===== src/rtl/mem_arb_pkg.sv =====
// rtl/mem_arb_pkg.sv - shared types and constants for the memory arbiter
//   arb_state_e  : arbiter FSM states (IDLE, GNT_I, GNT_D)
//   req_e        : requester identity used for round-robin history
//   RESET_VECTOR : first instruction fetch address after reset
package mem_arb_pkg;

   typedef enum logic [1:0] {
      IDLE  = 2'd0,
      GNT_I = 2'd1,
      GNT_D = 2'd2
   } arb_state_e;

   typedef enum logic {
      REQ_I = 1'b0,
      REQ_D = 1'b1
   } req_e;

   localparam logic [31:0] RESET_VECTOR = 32'hBFC00000;

endpackage


===== src/rtl/rr_arb2.sv =====
// rtl/rr_arb2.sv - two-way round-robin grant decision
//   req[0] : instruction-port request, req[1] : data-port request
//   last   : requester granted most recently
//   gnt    : one-hot grant (all zero when nobody requests)
module rr_arb2
   import mem_arb_pkg::*;
(
   input  logic [1:0] req,
   input  req_e       last,
   output logic [1:0] gnt
);

   always_comb begin
      gnt = req;
      // On a tie the requester that did not win last time goes first.
      if (req == 2'b11) begin
         gnt = (last == REQ_D) ? 2'b01 : 2'b10;
      end
   end

endmodule


===== src/rtl/mem_arbiter.sv =====
// rtl/mem_arbiter.sv - round-robin arbiter of instruction and data ports onto one memory port
//   clk, reset_n                      : clock, synchronous active-low reset
//   i_read/i_address/i_readdata/i_waitrequest : instruction (read-only) port
//   d_read/d_write/d_address/d_byteenable/d_writedata/d_readdata/d_waitrequest : data port
//   m_read/m_write/m_address/m_byteenable/m_writedata/m_readdata/m_waitrequest : memory port
module mem_arbiter
   import mem_arb_pkg::*;
#(
   parameter int ADDR_W = 32,
   parameter int DATA_W = 32
)(
   input  logic                clk,
   input  logic                reset_n,
   input  logic                i_read,
   input  logic [ADDR_W-1:0]   i_address,
   output logic [DATA_W-1:0]   i_readdata,
   output logic                i_waitrequest,
   input  logic                d_read,
   input  logic                d_write,
   input  logic [ADDR_W-1:0]   d_address,
   input  logic [DATA_W/8-1:0] d_byteenable,
   input  logic [DATA_W-1:0]   d_writedata,
   output logic [DATA_W-1:0]   d_readdata,
   output logic                d_waitrequest,
   output logic                m_read,
   output logic                m_write,
   output logic [ADDR_W-1:0]   m_address,
   output logic [DATA_W/8-1:0] m_byteenable,
   output logic [DATA_W-1:0]   m_writedata,
   input  logic [DATA_W-1:0]   m_readdata,
   input  logic                m_waitrequest
);

   arb_state_e state_q, state_d;
   req_e       last_q, last_d;
   logic       i_req, d_req;
   logic [1:0] gnt;

   assign i_req = i_read;
   assign d_req = d_read | d_write;

   rr_arb2 u_rr (
      .req  ({d_req, i_req}),
      .last (last_q),
      .gnt  (gnt)
   );

   always_ff @(posedge clk) begin
      if (!reset_n) begin
         state_q <= IDLE;
         last_q  <= REQ_D;
      end else begin
         state_q <= state_d;
         last_q  <= last_d;
      end
   end

   always_comb begin
      state_d       = state_q;
      last_d        = last_q;
      m_read        = 1'b0;
      m_write       = 1'b0;
      m_address     = '0;
      m_byteenable  = '0;
      m_writedata   = '0;
      i_waitrequest = 1'b1;
      d_waitrequest = 1'b1;
      i_readdata    = '0;
      d_readdata    = '0;

      // While reset is held the outputs stay quiet even if the registered
      // state still shows a grant, so an aborted transfer never completes.
      if (reset_n) begin
         case (state_q)
            IDLE: begin
               if (gnt[0]) begin
                  state_d = GNT_I;
               end else if (gnt[1]) begin
                  state_d = GNT_D;
               end
            end

            GNT_I: begin
               m_read       = i_read;
               m_address    = i_address;
               m_byteenable = '1;
               if (i_read && !m_waitrequest) begin
                  i_waitrequest = 1'b0;
                  i_readdata    = m_readdata;
                  last_d        = REQ_I;
                  // Hand over directly so contention costs no idle cycle.
                  state_d       = d_req ? GNT_D : IDLE;
               end else if (!i_read) begin
                  // Request withdrawn mid-grant: abandon without history update.
                  state_d = IDLE;
               end
            end

            GNT_D: begin
               // Write has priority when a requester raises both strobes.
               m_write      = d_write;
               m_read       = d_read & ~d_write;
               m_address    = d_address;
               m_byteenable = d_byteenable;
               m_writedata  = d_writedata;
               if (d_req && !m_waitrequest) begin
                  d_waitrequest = 1'b0;
                  if (!d_write) begin
                     d_readdata = m_readdata;
                  end
                  last_d  = REQ_D;
                  state_d = i_req ? GNT_I : IDLE;
               end else if (!d_req) begin
                  state_d = IDLE;
               end
            end

            default: begin
               state_d = IDLE;
            end
         endcase
      end
   end

endmodule


===== config.mk =====
export PLATFORM = sky130hd
export DESIGN_NAME = mem_arbiter
export DESIGN_NICKNAME = d
export VERILOG_FILES = /design/src/rtl/mem_arb_pkg.sv /design/src/rtl/rr_arb2.sv /design/src/rtl/mem_arbiter.sv
export SDC_FILE = /design/constraint.sdc
export NUM_CORES = 1
export LEC_CHECK = 0
export CELL_PAD_IN_SITES_DETAIL_PLACEMENT = 0
export CELL_PAD_IN_SITES_GLOBAL_PLACEMENT = 2
export CORE_MARGIN = 2
export CORE_UTILIZATION = 10
export DETAILED_ROUTE_END_ITERATION = 7
export PLACE_DENSITY_LB_ADDON = 0.25
export SYNTH_ARGS = -nofsm -noshare
export SYNTH_HDL_FRONTEND = slang
export SYNTH_SLANG_ARGS = --single-unit
export TNS_END_PERCENT = 100

===== constraint.sdc =====
create_clock -name clk -period 1.79 [get_ports clk]
set_input_delay 0.2685 -clock clk [delete_from_list [all_inputs] [get_ports clk]]
set_output_delay 0.2685 -clock clk [all_outputs]
set_load 0.03 [all_outputs]

==> metrics.txt <==
# TYPE chip_impl_metric gauge
chip_impl_metric{name="number_of_buffer_cells_added_on_primary_ports",unit=""} 273
chip_impl_metric{name="power.share.combinational",unit=""} 0.774
chip_impl_metric{name="worstPathArrival",unit="ns"} 1.70
chip_impl_metric{name="tritoncts.num_buffers",unit=""} 3
chip_impl_metric{name="seq_power_share",unit=""} 0.045
chip_impl_info{name="clock-root-buffer",value="clkbuf_16"} 1
chip_impl_metric{name="synth_seq_area_share",unit=""} 0.0423
chip_impl_info{name="ys_dominant_reg_cell",value="dfxtp_1"} 1
chip_impl_metric{name="clkPwrFrac",unit=""} 0.181
chip_impl_metric{name="grt_antenna_before_repair",unit=""} 0
chip_impl_metric{name="skew",unit="ns"} 0.00257
chip_impl_metric{name="die-height",unit="µm"} 123
chip_impl_metric{name="start_util",unit=""} 0.102
chip_impl_metric{name="fin_nets",unit=""} 668
chip_impl_metric{name="cellPowerDensity",unit="nW/µm²"} 358
chip_impl_metric{name="final_min_period_over_clock_period",unit=""} 1.10
chip_impl_metric{name="routabilityCongestion",unit=""} 0.742
chip_impl_metric{name="die_x",unit="µm"} 123
chip_impl_metric{name="post_synth.cell_area_avg",unit="µm²"} 6.10
chip_impl_metric{name="cp.required",unit="ns"} 1.52
chip_impl_metric{name="timing_worst_slew_pin_value",unit="ns"} 0.298
chip_impl_metric{name="core_area",unit="µm²"} 13900
chip_impl_info{name="crit_type",value="reg -> out"} 1
chip_impl_metric{name="syn-cell-area",unit="µm²"} 1420
chip_impl_metric{name="synth_enable_flop_cells",unit=""} 0
chip_impl_info{name="synthMostInstantiatedCell",value="and2_1"} 1
chip_impl_info{name="top_cell_type_by_total_area_after_synthesis",value="and2_1"} 1
chip_impl_metric{name="routed_wirelength",unit="mm"} 10.6
chip_impl_metric{name="final_cell_area",unit="µm²"} 5550
chip_impl_metric{name="finalWorstSetupSlack",unit="ns"} -0.183
chip_impl_metric{name="reg2reg_depth",unit=""} 7
chip_impl_metric{name="number_of_global_route_vias_before_repair",unit=""} 2718
chip_impl_metric{name="globalRouteTotalUtil",unit=""} 0.113
chip_impl_metric{name="ir_drop",unit="V"} 0.000291
chip_impl_metric{name="timing.final.hold_violations",unit=""} 0
chip_impl_metric{name="maxSlewHeadroom",unit=""} 0.801
chip_impl_metric{name="clockBufferDepth",unit=""} 2
chip_impl_metric{name="period_needed",unit="ns"} 1.97
chip_impl_info{name="violations",value="negative setup slack"} 1
chip_impl_metric{name="power.switching",unit="mW"} 0.802
chip_impl_info{name="netlist_top_cells_count",value="64 x and2_1, 37 x nor2_1, 33 x and3_1"} 1
chip_impl_metric{name="dp.final_hpwl",unit="mm"} 7.89
chip_impl_metric{name="netlist.area_leader.share",unit=""} 0.282
chip_impl_metric{name="detailedRoute.firstPassIterationCount",unit=""} 4
chip_impl_metric{name="detail_route.wl_per_cell",unit="µm"} 15.0
chip_impl_metric{name="areaGrowthSynthToFinish",unit="%"} 290
chip_impl_metric{name="power.switching_fraction",unit=""} 0.404
chip_impl_metric{name="worst_path_maximum_fanout",unit=""} 8
chip_impl_metric{name="place.detailed.instances",unit=""} 690
chip_impl_metric{name="top_level_ports",unit=""} 274
chip_impl_metric{name="cap_viol_max_count",unit=""} 0
chip_impl_metric{name="number_of_violations_reported_at_the_end_of_detailed_routing_iteration_0",unit=""} 50
chip_impl_metric{name="aggregate_global_routing_overflow",unit=""} 0
chip_impl_info{name="start_kind",value="flop"} 1
chip_impl_info{name="setup_repair_after_global_routing_missed_its_margin",value="yes"} 1
chip_impl_metric{name="htree_levels",unit=""} 1
chip_impl_metric{name="design.die.area",unit="µm²"} 15200
chip_impl_metric{name="syn_nets",unit=""} 375
chip_impl_info{name="tritoncts",value="built"} 1
chip_impl_metric{name="max_clock_freq",unit="MHz"} 507
chip_impl_metric{name="finalSetupViolCount",unit=""} 99
chip_impl_metric{name="clkTransAtPathRegs",unit="ns"} 0.03
chip_impl_metric{name="via_per_inst",unit=""} 4.11
chip_impl_metric{name="num_rows",unit=""} 43
chip_impl_info{name="holdCritPathClass",value="reg -> reg"} 1
chip_impl_metric{name="synth_warnings",unit=""} 0
chip_impl_metric{name="holdPathStages",unit=""} 2
chip_impl_metric{name="preCtsSetupSlack",unit="ns"} -0.244
chip_impl_metric{name="worst_hold_slack",unit="ns"} 0.516
chip_impl_metric{name="final_max_slew_viol_count",unit=""} 0
chip_impl_metric{name="post_synth_num_cell_types",unit=""} 26
chip_impl_metric{name="ys_ff_latch",unit=""} 3
chip_impl_metric{name="power.total",unit="mW"} 1.99
chip_impl_metric{name="post_route_cells_drive_above_1_share",unit=""} 0.594
chip_impl_metric{name="num_vias",unit=""} 2896
chip_impl_metric{name="insertion_delay",unit="ns"} 0.23
chip_impl_metric{name="netlist_instances",unit=""} 233
chip_impl_info{name="result_of_the_run",value="finished with violations"} 1
chip_impl_metric{name="drtAntennaViolNets",unit=""} 0
chip_impl_metric{name="cts_num_sinks",unit=""} 3
chip_impl_metric{name="drcViolationCount",unit=""} 0
chip_impl_metric{name="power_report.internal_total",unit="mW"} 1.18
chip_impl_metric{name="diodes",unit=""} 0
chip_impl_info{name="critical_path.endpoint_type",value="primary output"} 1
chip_impl_metric{name="grt_start_max_net_pins",unit=""} 34
chip_impl_metric{name="final_cell_count_no_fill",unit=""} 705
chip_impl_metric{name="post-route-util",unit=""} 0.400
chip_impl_info{name="yosys-top-cells-area",value="and2_1 28%, a22oi_1 17%, and3_1 15%"} 1
chip_impl_metric{name="p_leak",unit="nW"} 2.41
chip_impl_metric{name="postSynth.asyncResetShare",unit=""} 0
chip_impl_metric{name="setup_tns",unit="ns"} -9.51
chip_impl_metric{name="placement.cell_area",unit="µm²"} 4380
chip_impl_metric{name="grt_pass1_wl",unit="mm"} 13.5
per-layer routing:
metal  GRT usage  share of wire  up-vias
met2       0.236           0.56      169
met4      0.0313          0.011        0
met1       0.106           0.33     1329
met5           0              0        -
met3      0.0272          0.097        7
li1            -              -     1391
worst paths after layout:
path,startpoint,endpoint,slack (ns)
worst max-delay path,state_q[1],i_readdata[1],-0.18
worst min-delay path,last_q,last_q,0.52
worst max register to register,state_q[0],state_q[1],0.15
worst min register to register,last_q,last_q,0.52
logic make-up (layout without fill, tap and decap cells):
logic type / count (synthesis) / in the layout / synth area share
simple gates: 146 / 146 / 0.591
compound gates: 50 / 50 / 0.248
buf+inv: 30 / 322 / 0.0836
fa+ha+maj: 4 / 4 / 0.0352
flops: 3 / 3 / 0.0423
worst max-delay path: stages, from the launching register on:
cell	delay, ns
dfxtp_4	0.36
inv_4	0.07
ha_4	0.15
nand2_4	0.06
nor3b_4	0.26
buf_6	0.16
clkbuf_16	0.15
and2_4	0.14
buf_6	0.12
layout make-up:
type | count | area, µm²
fillers | 1365 | 8330
repair buffers | 313 | 3380
multi-input cells | 200 | 1780
well taps | 180 | 225
clock buffers | 4 | 78.8
flip-flops and latches | 3 | 65.1
inverters | 5 | 21.3
state kept, by name, indices dropped and copies added (netlist names):
register  cells
last_q        1
state_q       2
power groups by stage:
stage	logic (mW)	clock network (mW)	registers (mW)
after CTS	1.24	0.365	0.0873
after global placement	1.18	0	0.0849
final	1.54	0.359	0.0898
after global routing	1.63	0.366	0.0907
after detailed placement	1.18	0	0.0845
after floorplan	0.488	0	0.0837
layout by cell type (no fill, tap or decap), types with 2 or more instances in the layout:
master	count
clkdlybuf4s50_1	132
buf_6	97
buf_4	55
and2_4	49
and3_1	33
nor2_4	27
a22oi_2	26
and2_2	15
buf_12	15
nor2_1	9
clkbuf_16	9
a22oi_1	6
a21oi_1	5
dlygate4sd2_1	4
o21a_1	3
nand2_4	2
inv_2	2
a21oi_2	2
o21bai_1	2
inv_1	2
nand2_1	2
o21ai_1	2
ha_1	2
ha_4	2
buf_8	2
what timing repair did:
item                                    in CTS  in global routing
gates resized for setup                     62                192
cloned                                       2                  7
pin swaps                                    1                 34
hold buffers                                 0                  0
endpoints found under the setup margin     131                134
setup buffers                                3                  1
Power figures use the tool's default switching activity.
